==> config.mk <==
export PLATFORM = sky130hd
export DESIGN_NAME = vga_timing_gen_flat
export DESIGN_NICKNAME = d
export VERILOG_FILES = /design/src/rtl/vga_timing_if.sv /design/src/rtl/vga_timing_gen.sv /design/src/flat_wrapper.sv
export SDC_FILE = /design/constraint.sdc
export NUM_CORES = 1
export LEC_CHECK = 0
export ABC_CLOCK_PERIOD_IN_PS = 2100
export CAP_MARGIN = 20
export CORE_MARGIN = 2
export CORE_UTILIZATION = 41
export CTS_CLUSTER_DIAMETER = 100
export CTS_CLUSTER_SIZE = 10
export DETAILED_ROUTE_END_ITERATION = 16
export GPL_TIMING_DRIVEN = 0
export PLACE_DENSITY = 0.67
export SLEW_MARGIN = 20
export SYNTH_ARGS = -nofsm -noshare
export SYNTH_HDL_FRONTEND = slang
export SYNTH_SLANG_ARGS = --single-unit
export TNS_END_PERCENT = 50
==> constraint.sdc <==
create_clock -name pclk -period 2.1 [get_ports pclk]
set_input_delay 0.525 -clock pclk [delete_from_list [all_inputs] [get_ports pclk]]
set_output_delay 0.525 -clock pclk [all_outputs]
set_load 0.02 [all_outputs]
==> src/rtl/vga_timing_if.sv <==
// Raster timing bundle from the timing generator to the first draw stage.
// The generator takes the master side: it receives the advance enable and drives the raster state.
interface vga_timing_if #(
    parameter int CNT_W   = 11,
    parameter int FRAME_W = 8
);
    logic               ce;
    logic [CNT_W-1:0]   hcount;
    logic [CNT_W-1:0]   vcount;
    logic               hsync;
    logic               vsync;
    logic               hblnk;
    logic               vblnk;
    logic               line_start;
    logic               frame_start;
    logic [FRAME_W-1:0] frame_cnt;

    modport master (
        input  ce,
        output hcount, vcount, hsync, vsync, hblnk, vblnk,
               line_start, frame_start, frame_cnt
    );

    modport slave (
        output ce,
        input  hcount, vcount, hsync, vsync, hblnk, vblnk,
               line_start, frame_start, frame_cnt
    );
endinterface

==> src/rtl/vga_timing_gen.sv <==
// Parametrised raster timing generator: h/v counters, sync/blank decode, line/frame strobes, frame counter.
// Every decoded output is derived from the next counter value, so it is registered in step with the counters.
module vga_timing_gen #(
    parameter int H_ACTIVE = 1024,
    parameter int H_FP     = 24,
    parameter int H_SYNC   = 136,
    parameter int H_BP     = 144,
    parameter int V_ACTIVE = 768,
    parameter int V_FP     = 3,
    parameter int V_SYNC   = 6,
    parameter int V_BP     = 29,
    parameter bit HS_POL   = 1'b0,
    parameter bit VS_POL   = 1'b0,
    parameter int CNT_W    = 11,
    parameter int FRAME_W  = 8
) (
    input  logic          pclk,
    input  logic          rst,
    vga_timing_if.master  tif
);
    localparam int H_TOTAL = H_ACTIVE + H_FP + H_SYNC + H_BP;
    localparam int V_TOTAL = V_ACTIVE + V_FP + V_SYNC + V_BP;

    localparam logic [CNT_W-1:0] H_LAST     = CNT_W'(H_TOTAL - 1);
    localparam logic [CNT_W-1:0] V_LAST     = CNT_W'(V_TOTAL - 1);
    localparam logic [CNT_W-1:0] H_ACT_END  = CNT_W'(H_ACTIVE);
    localparam logic [CNT_W-1:0] V_ACT_END  = CNT_W'(V_ACTIVE);
    localparam logic [CNT_W-1:0] HS_START   = CNT_W'(H_ACTIVE + H_FP);
    localparam logic [CNT_W-1:0] VS_START   = CNT_W'(V_ACTIVE + V_FP);
    localparam logic [CNT_W-1:0] HS_END_M1  = CNT_W'(H_ACTIVE + H_FP + H_SYNC - 1);
    localparam logic [CNT_W-1:0] VS_END_M1  = CNT_W'(V_ACTIVE + V_FP + V_SYNC - 1);

    if (H_SYNC <= 0 || V_SYNC <= 0) begin : g_bad_sync
        $error("vga_timing_gen: H_SYNC and V_SYNC must be non-zero");
    end
    if ((1 << CNT_W) < H_TOTAL || (1 << CNT_W) < V_TOTAL) begin : g_bad_width
        $error("vga_timing_gen: CNT_W too narrow for H_TOTAL/V_TOTAL");
    end

    // Inclusive upper bound keeps the compare inside CNT_W even when the sync ends at TOTAL.
    function automatic logic in_window(input logic [CNT_W-1:0] x,
                                       input logic [CNT_W-1:0] lo,
                                       input logic [CNT_W-1:0] hi);
        return (x >= lo) && (x <= hi);
    endfunction

    function automatic logic sync_level(input logic active, input logic pol);
        return active ? pol : ~pol;
    endfunction

    logic             h_wrap;
    logic             v_wrap;
    logic [CNT_W-1:0] h_nxt;
    logic [CNT_W-1:0] v_nxt;

    always_comb begin
        h_wrap = (tif.hcount == H_LAST);
        v_wrap = (tif.vcount == V_LAST);
        h_nxt  = h_wrap ? '0 : tif.hcount + CNT_W'(1);
        v_nxt  = tif.vcount;
        if (h_wrap) begin
            v_nxt = v_wrap ? '0 : tif.vcount + CNT_W'(1);
        end
    end

    // Registered counters and decode, all updated from the same next-state values.
    always_ff @(posedge pclk) begin
        if (rst) begin
            tif.hcount      <= '0;
            tif.vcount      <= '0;
            tif.hblnk       <= 1'b0;
            tif.vblnk       <= 1'b0;
            tif.hsync       <= ~HS_POL;
            tif.vsync       <= ~VS_POL;
            tif.line_start  <= 1'b0;
            tif.frame_start <= 1'b0;
            tif.frame_cnt   <= '0;
        end else if (tif.ce) begin
            tif.hcount      <= h_nxt;
            tif.vcount      <= v_nxt;
            tif.hblnk       <= (h_nxt >= H_ACT_END);
            tif.vblnk       <= (v_nxt >= V_ACT_END);
            tif.hsync       <= sync_level(in_window(h_nxt, HS_START, HS_END_M1), HS_POL);
            tif.vsync       <= sync_level(in_window(v_nxt, VS_START, VS_END_M1), VS_POL);
            tif.line_start  <= h_wrap;
            tif.frame_start <= h_wrap && v_wrap;
            if (h_wrap && v_wrap) begin
                tif.frame_cnt <= tif.frame_cnt + FRAME_W'(1);
            end
        end else begin
            tif.line_start  <= 1'b0;
            tif.frame_start <= 1'b0;
        end
    end
endmodule

==> src/flat_wrapper.sv <==
// flat-port wrapper written by rule: the top's interface ports become plain ports
module vga_timing_gen_flat 
#(
    parameter int H_ACTIVE = 1024,
    parameter int H_FP     = 24,
    parameter int H_SYNC   = 136,
    parameter int H_BP     = 144,
    parameter int V_ACTIVE = 768,
    parameter int V_FP     = 3,
    parameter int V_SYNC   = 6,
    parameter int V_BP     = 29,
    parameter bit HS_POL   = 1'b0,
    parameter bit VS_POL   = 1'b0,
    parameter int CNT_W    = 11,
    parameter int FRAME_W  = 8
)
  (pclk, rst, tif_ce, tif_hcount, tif_vcount, tif_hsync, tif_vsync, tif_hblnk, tif_vblnk, tif_line_start, tif_frame_start, tif_frame_cnt);
  vga_timing_if #(.CNT_W(CNT_W), .FRAME_W(FRAME_W)) tif_i ();
  input  logic pclk;
  input  logic rst;
  input wire logic [$bits(tif_i.ce)-1:0] tif_ce;
  output wire logic [$bits(tif_i.hcount)-1:0] tif_hcount;
  output wire logic [$bits(tif_i.vcount)-1:0] tif_vcount;
  output wire logic [$bits(tif_i.hsync)-1:0] tif_hsync;
  output wire logic [$bits(tif_i.vsync)-1:0] tif_vsync;
  output wire logic [$bits(tif_i.hblnk)-1:0] tif_hblnk;
  output wire logic [$bits(tif_i.vblnk)-1:0] tif_vblnk;
  output wire logic [$bits(tif_i.line_start)-1:0] tif_line_start;
  output wire logic [$bits(tif_i.frame_start)-1:0] tif_frame_start;
  output wire logic [$bits(tif_i.frame_cnt)-1:0] tif_frame_cnt;
  assign tif_i.ce = tif_ce;
  assign tif_hcount = tif_i.hcount;
  assign tif_vcount = tif_i.vcount;
  assign tif_hsync = tif_i.hsync;
  assign tif_vsync = tif_i.vsync;
  assign tif_hblnk = tif_i.hblnk;
  assign tif_vblnk = tif_i.vblnk;
  assign tif_line_start = tif_i.line_start;
  assign tif_frame_start = tif_i.frame_start;
  assign tif_frame_cnt = tif_i.frame_cnt;
  vga_timing_gen #(.H_ACTIVE(H_ACTIVE), .H_FP(H_FP), .H_SYNC(H_SYNC), .H_BP(H_BP), .V_ACTIVE(V_ACTIVE), .V_FP(V_FP), .V_SYNC(V_SYNC), .V_BP(V_BP), .HS_POL(HS_POL), .VS_POL(VS_POL), .CNT_W(CNT_W), .FRAME_W(FRAME_W)) u_core (.pclk(pclk), .rst(rst), .tif(tif_i));
endmodule
After elaboration in Yosys (flattened, before gate mapping) --
Cells that the tools add are included.
Word-level totals: bits in registers 36, latch bits 0, bits in writable memories 0, memory bits (read-only) 0, output and inout port bits 36, logic and storage cells 31, memories kept 0
Operators by class: add/sub/neg operators 3, $mul 0, div/mod/pow operators 0, $lt $le $gt $ge 6, equality and inequality tests 2, shift operators 0, muxes and demuxes 5, bitwise logic cells 1, reductions and logical operators 5
Operator list (count):
- 11-bit 2-to-1 mux | 3
- 11-bit by 1-bit adder with 11-bit output (second input constant) | 2
- 11-bit by 10-bit greater-or-equal comparator with 1-bit output (second input constant) | 2
- 11-bit greater-or-equal comparator (second input constant) | 2
- 11-bit by 10-bit equality test with 1-bit output (second input constant) | 1
- 11-bit equality test (second input constant) | 1
- 11-bit by 10-bit less-or-equal comparator with 1-bit output (second input constant) | 1
- 11-bit less-or-equal comparator (second input constant) | 1
- 8-bit by 1-bit adder with 8-bit output (second input constant) | 1
- 1-bit logical AND | 3
- 1-bit 2-to-1 mux | 2
- 2-bit AND reduction | 1
- 2-bit OR reduction | 1
- 1-bit NOT | 1

Logic depth before layout (Yosys ltp) --
Gate-level depths: netlist of run 1.
depth after elaboration 6, mapped depth 9

Least setup slack after synthesis of run 1 --
No wires, ideal clock.
path type register to register, from register u_core.tif.hcount[4], to register u_core.tif.vsync, arrival 2.280 ns, required time 1.972 ns, path slack -0.308 ns, cell stages (with the launch flop) 9, period minus slack after synthesis 2.408 ns, cell sequence dfxtp_1 -> buf_6 -> or4b_4 -> or3_1 -> buf_6 -> nor3_2 -> mux2i_1 -> nor4b_2 -> o22ai_1
Between the ends: cells in the longest elaborated chain, start to end 5
RTL lines:
- start, declared | RTL line vga_timing_if.sv:20 | output hcount, vcount, hsync, vsync, hblnk, vblnk,
- start signal, assigned | RTL line vga_timing_gen.sv:79 | tif.hcount <= h_nxt;
- 11-bit equality test * | RTL line vga_timing_gen.sv:57 | h_wrap = (tif.hcount == H_LAST);
- 11-bit 2-to-1 mux * | RTL line vga_timing_gen.sv:61 | if (h_wrap) begin
- 11-bit by 10-bit greater-or-equal comparator with 1-bit output / 11-bit by 10-bit less-or-equal comparator with 1-bit output (equally long branches) | RTL line vga_timing_gen.sv:44 | return (x >= lo) && (x <= hi);
- 1-bit logical AND * | RTL line vga_timing_gen.sv:44
- 1-bit 2-to-1 mux * | RTL line vga_timing_gen.sv:48 | return active ? pol : ~pol;
- end signal, assigned | RTL line vga_timing_gen.sv:74 | tif.vsync <= ~VS_POL;
- end signal, assigned | RTL line vga_timing_gen.sv:84 | tif.vsync <= sync_level(in_window(v_nxt, VS_START, VS_END_M1), VS_POL);
- end, declared | RTL line vga_timing_if.sv:20
Every way passes the cells marked *; elsewhere a longest branch is shown, timed or not. A chain may end at the register's enable or synchronous reset.

Worst setup path after layout of run 1 --
from register u_core.tif.hcount[7], to register u_core.tif.frame_cnt[4] (netlist bit)
Between the ends: cells in the longest elaborated chain, start to end 3
RTL lines:
- 11-bit equality test | RTL line vga_timing_gen.sv:57
- 1-bit logical AND | RTL line vga_timing_gen.sv:87 | if (h_wrap && v_wrap) begin
- 2-bit AND reduction (no source line)
- end signal, assigned | RTL line vga_timing_gen.sv:88 | tif.frame_cnt <= tif.frame_cnt + FRAME_W'(1);
- end, declared | RTL line vga_timing_if.sv:21 | line_start, frame_start, frame_cnt
Every way passes these cells.

==> results of run 1 <==
[state kept, by name (all words and copies together), names as in the netlist]
register and count:
u_core.tif.vcount 11, u_core.tif.line_start 1, u_core.tif.frame_start 1, u_core.tif.vsync 1, u_core.tif.hsync 1, u_core.tif.vblnk 1, u_core.tif.hblnk 1, u_core.tif.hcount 11
u_core.tif.frame_cnt 8
[cells by family (layout without fill, tap and decap cells)]
logic type | Yosys count | after routing | share of synthesized area [%]
adders and majority gates | 5 | 5 | 2.823
AOI/OAI and AO/OA | 53 | 53 | 15.36
muxes | 2 | 2 | 0.9035
and+or+nand+nor | 138 | 138 | 33.82
DFF | 36 | 36 | 32.52
buffers and inverters | 30 | 90 | 6.267
xor gates and xnor gates | 21 | 21 | 8.301
[worst max-delay path, stage by stage (launching register included)]
cell,delay (ns)
dfxtp_4,0.35
or4b_4,0.58
buf_6,0.14
or4_4,0.48
buf_4,0.17
nor2_4,0.13
nand4_1,0.14
xor2_1,0.15
nor2_1,0.05
[final cells by class]
type,instances,area [um2]
buffer,18,86.33
multi-input combinational,219,1519
clock inverter,1,30.03
sequential,36,742.0
clock buffer,7,96.34
timing repair buffer,60,561.8
tap,70,87.58
fill,469,2034
inverter,4,15.01
[Yosys cell counts, drive strengths merged, types with 3 or more instances]
cell type / n
nor2: 40
dfxtp: 36
nand2: 23
clkbuf: 18
nor3: 17
a21oi: 16
xor2: 15
nand3: 14
nand4: 11
o21ai: 10
buf: 8
a211oi: 6
xnor2: 6
a31oi: 5
ha: 5
or3: 5
and3: 4
and4: 4
inv: 4
nor4: 3
nor4b: 3
[path summary, 6_finish.rpt]
check	from	slack [ns]	cells after the start	to
worst max-delay path	u_core.tif.hcount[7]	-0.22	8	u_core.tif.frame_cnt[4]
worst max register to register	u_core.tif.hcount[7]	-0.22	8	u_core.tif.frame_cnt[4]
worst min-delay path	u_core.tif.hblnk	0.48	2	u_core.tif.hblnk
worst min register to register	u_core.tif.hblnk	0.48	2	u_core.tif.hblnk
[per-layer routing]
metal	routed length, um	vias up	track usage (%)
met5	0	-	0
met3	377	8	4.302
li1	-	1133	-
met2	2960	69	34.00
met1	3019	1063	31.05
met4	72	0	5.357
[power groups by stage]
stage / Combinational [W] / Clock [W] / Sequential, W
2_1_floorplan: 0.0000373 / 0 / 0.000716
3_3_place_gp: 0.0000745 / 0 / 0.000711
3_5_place_dp: 0.0000753 / 0 / 0.000710
4_1_cts: 0.0000755 / 0.000690 / 0.000695
5_1_grt: 0.0000940 / 0.000715 / 0.000697
6_report: 0.0000843 / 0.000679 / 0.000696
[per-stage QoR]
step           setup WS [ns]  utilization (%)  setup TNS, ns
2_1_floorplan        -0.1689                -         -1.191
3_3_place_gp         -0.6057            52.95         -12.42
3_5_place_dp         -0.6395            52.95         -12.75
4_1_cts              -0.3034            57.60         -3.001
5_1_grt              -0.3237            60.67         -4.564
6_report             -0.2215            60.67         -2.363
[repair_timing]
| action | 4_1_cts | 5_1_grt |
|---|---|---|
| buffers inserted | 12 | 10 |
| pin swaps | 14 | 18 |
| resized for setup | 19 | 26 |
| setup endpoints to repair | 29 | 31 |
==> summary.md, run 1 <==
| Metric | Value |
|---|---|
| Max_cap viols | 0 |
| Vias per cell | about 5.5 |
| Synth area leader | dfxtp_1 |
| YS warnings | 0 |
| Post-synth top area share | between 30% and 40% |
| CTS sink count | 36 |
| Vias in the first global route | around 2100 |
| Fmax | around 430 MHz |
| Largest net degree at the start of global routing | 12 |
| Initial antenna violation count | 0 |
| # IOs | 39 |
| Final hold vios | 0 |
| 1st-iter DRT viols | between 200 and 250 |
| Crit Path Max Fanout | 6 |
| GRT overflow | 0 |
| Critical path type | reg2reg |
| RSZ-0062 raised after global routing | true |
| Worst setup SP type | flip-flop |
| Area grow syn2layout | 41.61% |
| Commonest non-fill, non-tap cells in the layout | nor2_1 (39), clkdlybuf4s50_1 (36), dfxtp_1 (27), nand2_1 (23), buf_4 (19) |
| Post-route worst setup slack | -0.2215 ns |
| CTS Root Cell | clkbuf_8 |
| CP arrival | 2.48 ns |
| Cells after Synth | roughly 290 |
| Core box area | between 5000 and 6000 um2 |
| Post-Route WL | roughly 6400 um |
| Total track usage | 21.85% |
| Tcrit/Tclk final | 110.5% |
| Inst Count DP | 393 |
| Final setup fails | 19 |
| Mean post-synth cell area | ~7.8 um2 |
| DRC viols | 0 |
| Routability Congestion | a little under 0.9 |
| Failing checks | negative setup slack |
| P_int | about 0.0011 W |
| Final Non-Filler Cells | about 420 |
| EDFF count, synth | 0 |
| Commonest non-fill, non-tap cell in the layout | nor2_1 |
| Placed Area | roughly 2700 um2 |
| Wirelength per Cell | between 15 and 20 um |
| Detailed Routing Iterations Pass 1 | 4 |
| Clk slew on worst S/H paths | ~0.080 ns |
| Antenna diodes | 0 |
| Die W | 77.52 um |
| Synth async-reset ratio | 0% |
| Max Slew Vio Count | 0 |
| Flops & latches, synth | 36 |
| Slew @ Worst Pin | a little under 0.6 ns |
| Flop pwr share | a little under half |
| Worst Clk Skew | around 0.0067 ns |
| Status | finished with violations |
| Largest cells by area after synthesis | dfxtp_1 (33%), nor2_1 (6.6%), xor2_1 (5.9%), nand2_1 (3.9%), a21oi_1 (3.6%) |
| Post-synthesis sequential area ratio | about 33% |
| Post-DRT Antenna Nets | 0 |
| First-pass GRT wire length | between 10000 and 15000 um |
| Vias post-DR | approximately 2300 |
| Ys flop type | dfxtp_1 |
| Die area | between 6000 and 7000 um2 |
| Worst-Skew Late Latency | 0.29 ns |
| Clk pwr share | 46.5% |
| Die height | between 70 and 80 um |
| Switching Power | around 0.00032 W |
| Post-Layout Inst Area | about 3100 um2 |
| CP required | 2.26 ns |
| Critical Path End Type | flip-flop |
| Hold buffers post-CTS | 0 |
| Worst IR Drop VDD | approximately 0.30 mV |
| Initial Utilization | approximately 43% |
| Worst rel slew slack | between 60% and 70% |
| Worst hold path class | reg2reg |
| CTS tree | yes |
| LEAKAGE | roughly 1.1 nW |
| WHS | a little under 0.5 ns |
| Share of cells above drive strength 1 | ~22% |
| Port Buffer Count | 38 |
| Yosys cell types | between 50 and 60 |
| Cell Area, Synth | roughly 2200 um2 |
| Combinational Power Share | 5.8% |
| Switching share of power | 22.00% |
| H-tree depth | 2 |
| Power, Total | around 0.0015 W |
| Clock Tree Buf Depth | 2 |
| PD cells | 465.1 nW/um2 |
| Crit path time final | about 2.3 ns |
| Nets | approximately 350 |
| Syn_nets | between 200 and 300 |
| Rows | 26 |
| DP Wirelength | 4127 um |
| Cts bufs inserted | 5 |
No activity file was read; power rests on OpenSTA's default activity.
==> inputs of run 2 (changes only) <==
Settings changed: CORE_ASPECT_RATIO set to 0.75.
==> run 2 against run 1 <==
  * The run still ends with negative setup slack left
  * Power is 9.9% lower
  * Cell count is 0.96% lower
  * First-iteration DRC count is 5.5% higher
  * Clock-buffer cell count stayed put
  * Routed wire length is 0.53% higher
  * Worst hold slack worse by 0.016 ns
  * Sequential power hardly changed
  * Clock power is 21% lower
  * Maximum frequency is 2.9% higher
  * Critical path depth is 1 lower
  * Critical path type unchanged
  * Critical endpoint is now u_core.tif.vsync
  * Highest routed layer unchanged
==> summary.md, run 2 (synthesized netlist as in run 1, its figures left out) <==
| Metric | Value |
|---|---|
| Status | finished with violations |
| Final Non-Filler Cells | 411 |
| Post-DRT Antenna Nets | 0 |
| Tcrit/Tclk final | 107.5% |
| CP required | roughly 2.3 ns |
| Vias post-DR | 2303 |
| Post-Route Utilization | between 50% and 60% |
| Commonest non-fill, non-tap cell in the layout | clkdlybuf4s50_1 |
| # IOs | 39 |
| Power, Total | approximately 0.0013 W |
| Share of cells above drive strength 1 | ~21% |
| GRT overflow | 0 |
| 1st-iter DRT viols | roughly 250 |
| Worst Clk Skew | roughly 0.013 ns |
| Fmax | 443.1 MHz |
| Initial antenna violation count | 0 |
| Worst rel slew slack | between 60 and 70% |
| Die W | just under 90 um |
| LEAKAGE | 1.059 nW |
| Crit Path Max Fanout | 6 |
| Placed Area | around 2700 um2 |
| Post-Layout Inst Area | ~3000 um2 |
| Clock Tree Buf Depth | 2 |
| Die area | 6015 um2 |
| Total track usage | 21.77% |
| WHS | between 0.4 and 0.5 ns |
| Nets | approximately 340 |
| Max Slew Vio Count | 0 |
| Antenna diodes | 0 |
| Vias per cell | roughly 5.6 |
| DP Wirelength | 4021 um |
| Inst Count DP | 398 |
| Core box area | about 5300 um2 |
| Slew @ Worst Pin | roughly 0.6 ns |
| Wirelength per Cell | approximately 16 um |
| DRC viols | 0 |
| Post-Route WL | 6463 um |
| CTS sink count | 36 |
| Max_cap viols | 0 |
| Vias in the first global route | about 2000 |
| Worst hold path class | reg2reg |
| Largest net degree at the start of global routing | 12 |
| Initial Utilization | between 40% and 50% |
| Critical Path End Type | flip-flop |
| Crit path time final | approximately 2.3 ns |
| Critical path type | reg2reg |
| Hold buffers post-CTS | 0 |
| Port Buffer Count | 38 |
| Failing checks | negative setup slack |
| RSZ-0062 raised after global routing | true |
| Area grow syn2layout | 37.66% |
| CTS Root Cell | clkbuf_8 |
| Clk slew on worst S/H paths | about 0.09 ns |
| Largest regs | u_core.tif.hcount (11), u_core.tif.vcount (11), u_core.tif.frame_cnt (8) |
| Final setup fails | 13 |
| Commonest non-fill, non-tap cells in the layout | clkdlybuf4s50_1 (37), nor2_1 (36), dfxtp_1 (27), nand2_1 (23), xor2_1 (15) |
| CP arrival | between 2 and 2.5 ns |
| Worst setup SP type | flip-flop |
| Cts bufs inserted | 5 |
| Post-route worst setup slack | -0.1566 ns |
| First-pass GRT wire length | 9880 um |
| CTS tree | yes |
| Routability Congestion | 0.9126 |
| Rows | 23 |
| Worst-Skew Late Latency | about 0.3 ns |
| Final hold vios | 0 |
| Die height | 67.67 um |
| H-tree depth | 2 |
| PD cells | ~430 nW/um2 |
| Worst IR Drop VDD | between 0.2 and 0.3 mV |
| Detailed Routing Iterations Pass 1 | 5 |
-- run 2: cell count changes in the layout (fill, tap and decap cells not counted), sizes merged --
cell,delta
buf,-10
bufinv,-1
clkbuf,+1
clkdlybuf4s50,+1
clkinvlp,+1
dlygate4sd2,-1
-- run 2: metal layers --
layer | global-route usage, % | part of all wire, % | vias to the layer above
li1 | - | - | 1121
met1 | 31.61 | 49 | 1077
met2 | 30.50 | 43 | 94
met3 | 5.501 | 7.1 | 11
met4 | 8.523 | 1.2 | 0
met5 | 0 | 0 | -
-- run 2: repair_timing --
action                     CTS  global route
cloned                       0             2
pin swaps                    9            17
setup buffers                6             5
resized for setup           12            39
setup endpoints to repair   29            25
-- run 2: final timing paths --
path | from | endpoint | slack, ns | cells past startpoint
max | u_core.tif.hcount[4] | u_core.tif.vsync | -0.16 | 7
min | u_core.tif.hblnk | u_core.tif.hblnk | 0.47 | 2
max reg2reg | u_core.tif.hcount[4] | u_core.tif.vsync | -0.16 | 7
min reg2reg | u_core.tif.hblnk | u_core.tif.hblnk | 0.47 | 2
-- run 2: worst max-delay path: stages (launching register included) --
cell and delay [ns]:
dfxtp_4 0.35, or4b_4 0.57, or3_4 0.43, buf_6 0.16, o21a_1 0.19, o211ai_1 0.29
nor4b_4 0.08, o22ai_1 0.11
-- run 2: final cells by class --
cell class | count | area, um2
Clock inverter | 1 | 7.507
Multi-Input combinational cell | 219 | 1501
Clock buffer | 7 | 86.33
Inverter | 4 | 15.01
Tap cell | 75 | 93.84
Fill cell | 483 | 2216
Sequential cell | 36 | 742.0
Buffer | 18 | 93.84
Timing Repair Buffer | 51 | 510.5
-- run 2: metrics by stage --
stage | worst slack, ns | TNS, ns
floorplan | -0.1689 | -1.191
global placement | -0.5999 | -11.87
detailed placement | -0.5871 | -11.71
CTS | -0.2200 | -0.8016
global route | -0.2432 | -1.758
finish | -0.1566 | -0.8714
-- run 2: power by group --
group	switching [W]	internal, W
sequential	0.0000107	0.000685
clock	0.000272	0.000267
combinational	0.0000498	0.0000298
==> inputs of run 3 (changes only) <==
Settings changed: CELL_PAD_IN_SITES_DETAIL_PLACEMENT set to 1, CELL_PAD_IN_SITES_GLOBAL_PLACEMENT set to 1, CORE_UTILIZATION 41 to 35, PLACE_DENSITY 0.67 to unset, PLACE_DENSITY_LB_ADDON set to 0.1.
==> run 3 against run 2 <==
  * Cell count rose by 5.6%
  * Sequential share of layout area fell by 1.9 points
  * Maximum frequency fell by 5.4%
  * Highest routed layer unchanged
  * Register-to-register slack got worse by 0.13 ns
  * Largest power group unchanged
  * Routed wire length rose by 28%
  * The flow still finishes with violations (negative setup slack)
  * Sequential cell count did not move
  * Clock power rose by 3%
  * Critical path type unchanged
  * Via count rose by 5.4%
  * Critical endpoint is now u_core.tif.frame_cnt[5]
==> summary.md, run 3 (synthesized netlist as in run 1, its figures left out) <==
| Metric | Value |
|---|---|
| Worst IR Drop VDD | ~0.32 mV |
| PD cells | around 400 nW/um2 |
| Worst-Skew Late Latency | around 0.30 ns |
| Power, Total | ~0.0013 W |
| Crit-path max cell delay | between 0.5 and 0.6 ns |
| Post-Layout Inst Area | ~3300 um2 |
| R2R depth | 8 |
| Post-Route Utilization | 53.19% |
| Clk slew on worst S/H paths | approximately 0.080 ns |
| Hold buffers post-CTS | 0 |
| Failing checks | negative setup slack |
| Initial Utilization | between 30% and 40% |
| Hold path start | u_core.tif.hblnk |
| Critical path type | reg2reg |
| Area grow syn2layout | 49.41% |
| LEAKAGE | 1.187 nW |
| Post-route worst setup slack | -0.2852 ns |
| Worst setup SP type | flip-flop |
| Rows | 25 |
| Die area | 6990 um2 |
| Fmax | ~420 MHz |
| Cts bufs inserted | 5 |
| Die height | between 70 and 80 um |
| Cell Chain, Critical Path | or4b_4 -> buf_6 -> or4_4 -> buf_12 -> nor3_4 -> nand4_1 -> xor2_1 -> nor2_1 |
| Fill count | roughly 730 |
| Routability Congestion | 0.7998 |
| GRT overflow | 0 |
| Area of the multi-input gates | around 1600 um2 |
| CTS tree | yes |
| CP required | 2.27 ns |
| Tcrit/Tclk final | 113.6% |
| Crit path time final | 2.385 ns |
| Die W | ~96 um |
| CTS Root Cell | clkbuf_8 |
| Total track usage | 22.62% |
| Initial antenna violation count | 0 |
| CP max stage cell | or4b_4 |
| DP Wirelength | between 5000 and 6000 um |
| Slew @ Worst Pin | 0.6673 ns |
| Post-DRT Antenna Nets | 0 |
| Vias post-DR | around 2400 |
| Setup_tns | -3.824 ns |
| WHS | approximately 0.48 ns |
| Worst hold path class | reg2reg |
| Core box area | about 6200 um2 |
| Nets | 360 |
| Antenna diodes | 0 |
| Clock Tree Buf Depth | 2 |
| Share of cells above drive strength 1 | 27.76% |
| Final setup fails | 26 |
| Worst Clk Skew | slightly above 0.01 ns |
| Post-Route WL | 8254 um |
| First-pass GRT wire length | between 10000 and 15000 um |
| Commonest non-fill, non-tap cell in the layout | nor2_1 |
| Largest net degree at the start of global routing | 12 |
| H-tree depth | 2 |
| Vias per cell | around 5.6 |
| DRC viols | 0 |
| Max Slew Vio Count | 0 |
| Hold Path Stages | 2 |
| Commonest non-fill, non-tap cells in the layout | nor2_1 (38), clkdlybuf4s50_1 (37), dfxtp_1 (26), nand2_1 (22), buf_4 (22) |
| Port Buffer Count | 38 |
| Hold EP | u_core.tif.hblnk |
| RSZ-0062 raised after global routing | true |
| FF-to-FF Start | u_core.tif.hcount[7] |
| Critical Path End Type | flip-flop |
| R2r setup slk | -0.29 ns |
| Wirelength per Cell | 19.02 um |
| Max_cap viols | 0 |
| Worst rel slew slack | 55.51% |
| Placed Area | approximately 2800 um2 |
| CP arrival | between 2 and 3 ns |
| Final hold vios | 0 |
| # IOs | 39 |
| Reg area | roughly 740 um2 |
| Detailed Routing Iterations Pass 1 | 4 |
| Largest regs | u_core.tif.hcount (11), u_core.tif.vcount (11), u_core.tif.frame_cnt (8) |
| Vias in the first global route | around 2200 |
| Worst r2r dst | u_core.tif.frame_cnt[5] |
| CTS sink count | 36 |
| Crit Path Max Fanout | 7 |
| 1st-iter DRT viols | 129 |
| Status | finished with violations |
## run 3: changes by cell type in the layout (fill, tap and decap cells not counted), moves of 2 or more
cell and change:
nor2_1 +2, o21ai_2 +2, a21oi_2 +2, a21oi_1 -2, buf_12 +2, nand3_1 -2, o21ai_1 -2, nor2_2 -2
buf_4 +15
## run 3: worst max path at each step
stage	start	to	slack, ns	cells after the start
CTS	u_core.tif.hcount[4]	u_core.tif.vsync	-0.27	7
floorplan	u_core.tif.hcount[7]	u_core.tif.vsync	-0.17	8
global route	u_core.tif.vcount[0]	u_core.tif.vsync	-0.42	8
detailed placement	tif_ce	u_core.tif.frame_cnt[5]	-0.60	8
global placement	tif_ce	u_core.tif.frame_cnt[5]	-0.59	8
finish	u_core.tif.hcount[7]	u_core.tif.frame_cnt[5]	-0.29	8
## run 3: metrics by stage
| step | instances | setup WS [ns] |
|---|---|---|
| after CTS | 415 | -0.2698 |
| final | 434 | -0.2852 |
| after global routing | 434 | -0.4210 |
| after detailed placement | 404 | -0.5973 |
| after global placement | 404 | -0.5943 |
| after floorplan | 285 | -0.1689 |
## run 3: final cells by class
type	count	share of cell area, %
multi-input cells	219	47.51
well taps	81	3.061
clock inverters	1	0.2268
inverters	4	0.4535
plain buffers	19	4.006
repair buffers	67	19.69
flip-flops and latches	36	22.45
clock buffers	7	2.608
## run 3: critical path, delay by kind of cell, from the launching register on
kind	cells	cell delay, ns
buffers and inverters	2	0.31
AND/OR/NAND/NOR	5	1.40
XOR/XNOR	1	0.17
flip-flops	1	0.37
## run 3: layer usage
layer  routed length (um)  GRT usage, %  vias up
met2                 3779         34.11       66
met4                  147         6.190        0
met5                    0             0        -
li1                     -             -     1151
met3                  424         3.719       15
met1                 3902         33.35     1195
## run 3: report_power, final
group,switching (W),internal (W),total (W)
Combinational,0.0000574,0.0000373,0.0000947
Clock,0.000286,0.000267,0.000553
Sequential,0.0000109,0.000685,0.000696
Total,0.000354,0.000990,0.00134
## run 3: what timing repair did
item | in CTS | in global routing
setup endpoints to repair | 33 | 34
buffers inserted | 8 | 19
cloned | 1 | 1
pin swaps | 9 | 24
gates resized for setup | 21 | 47
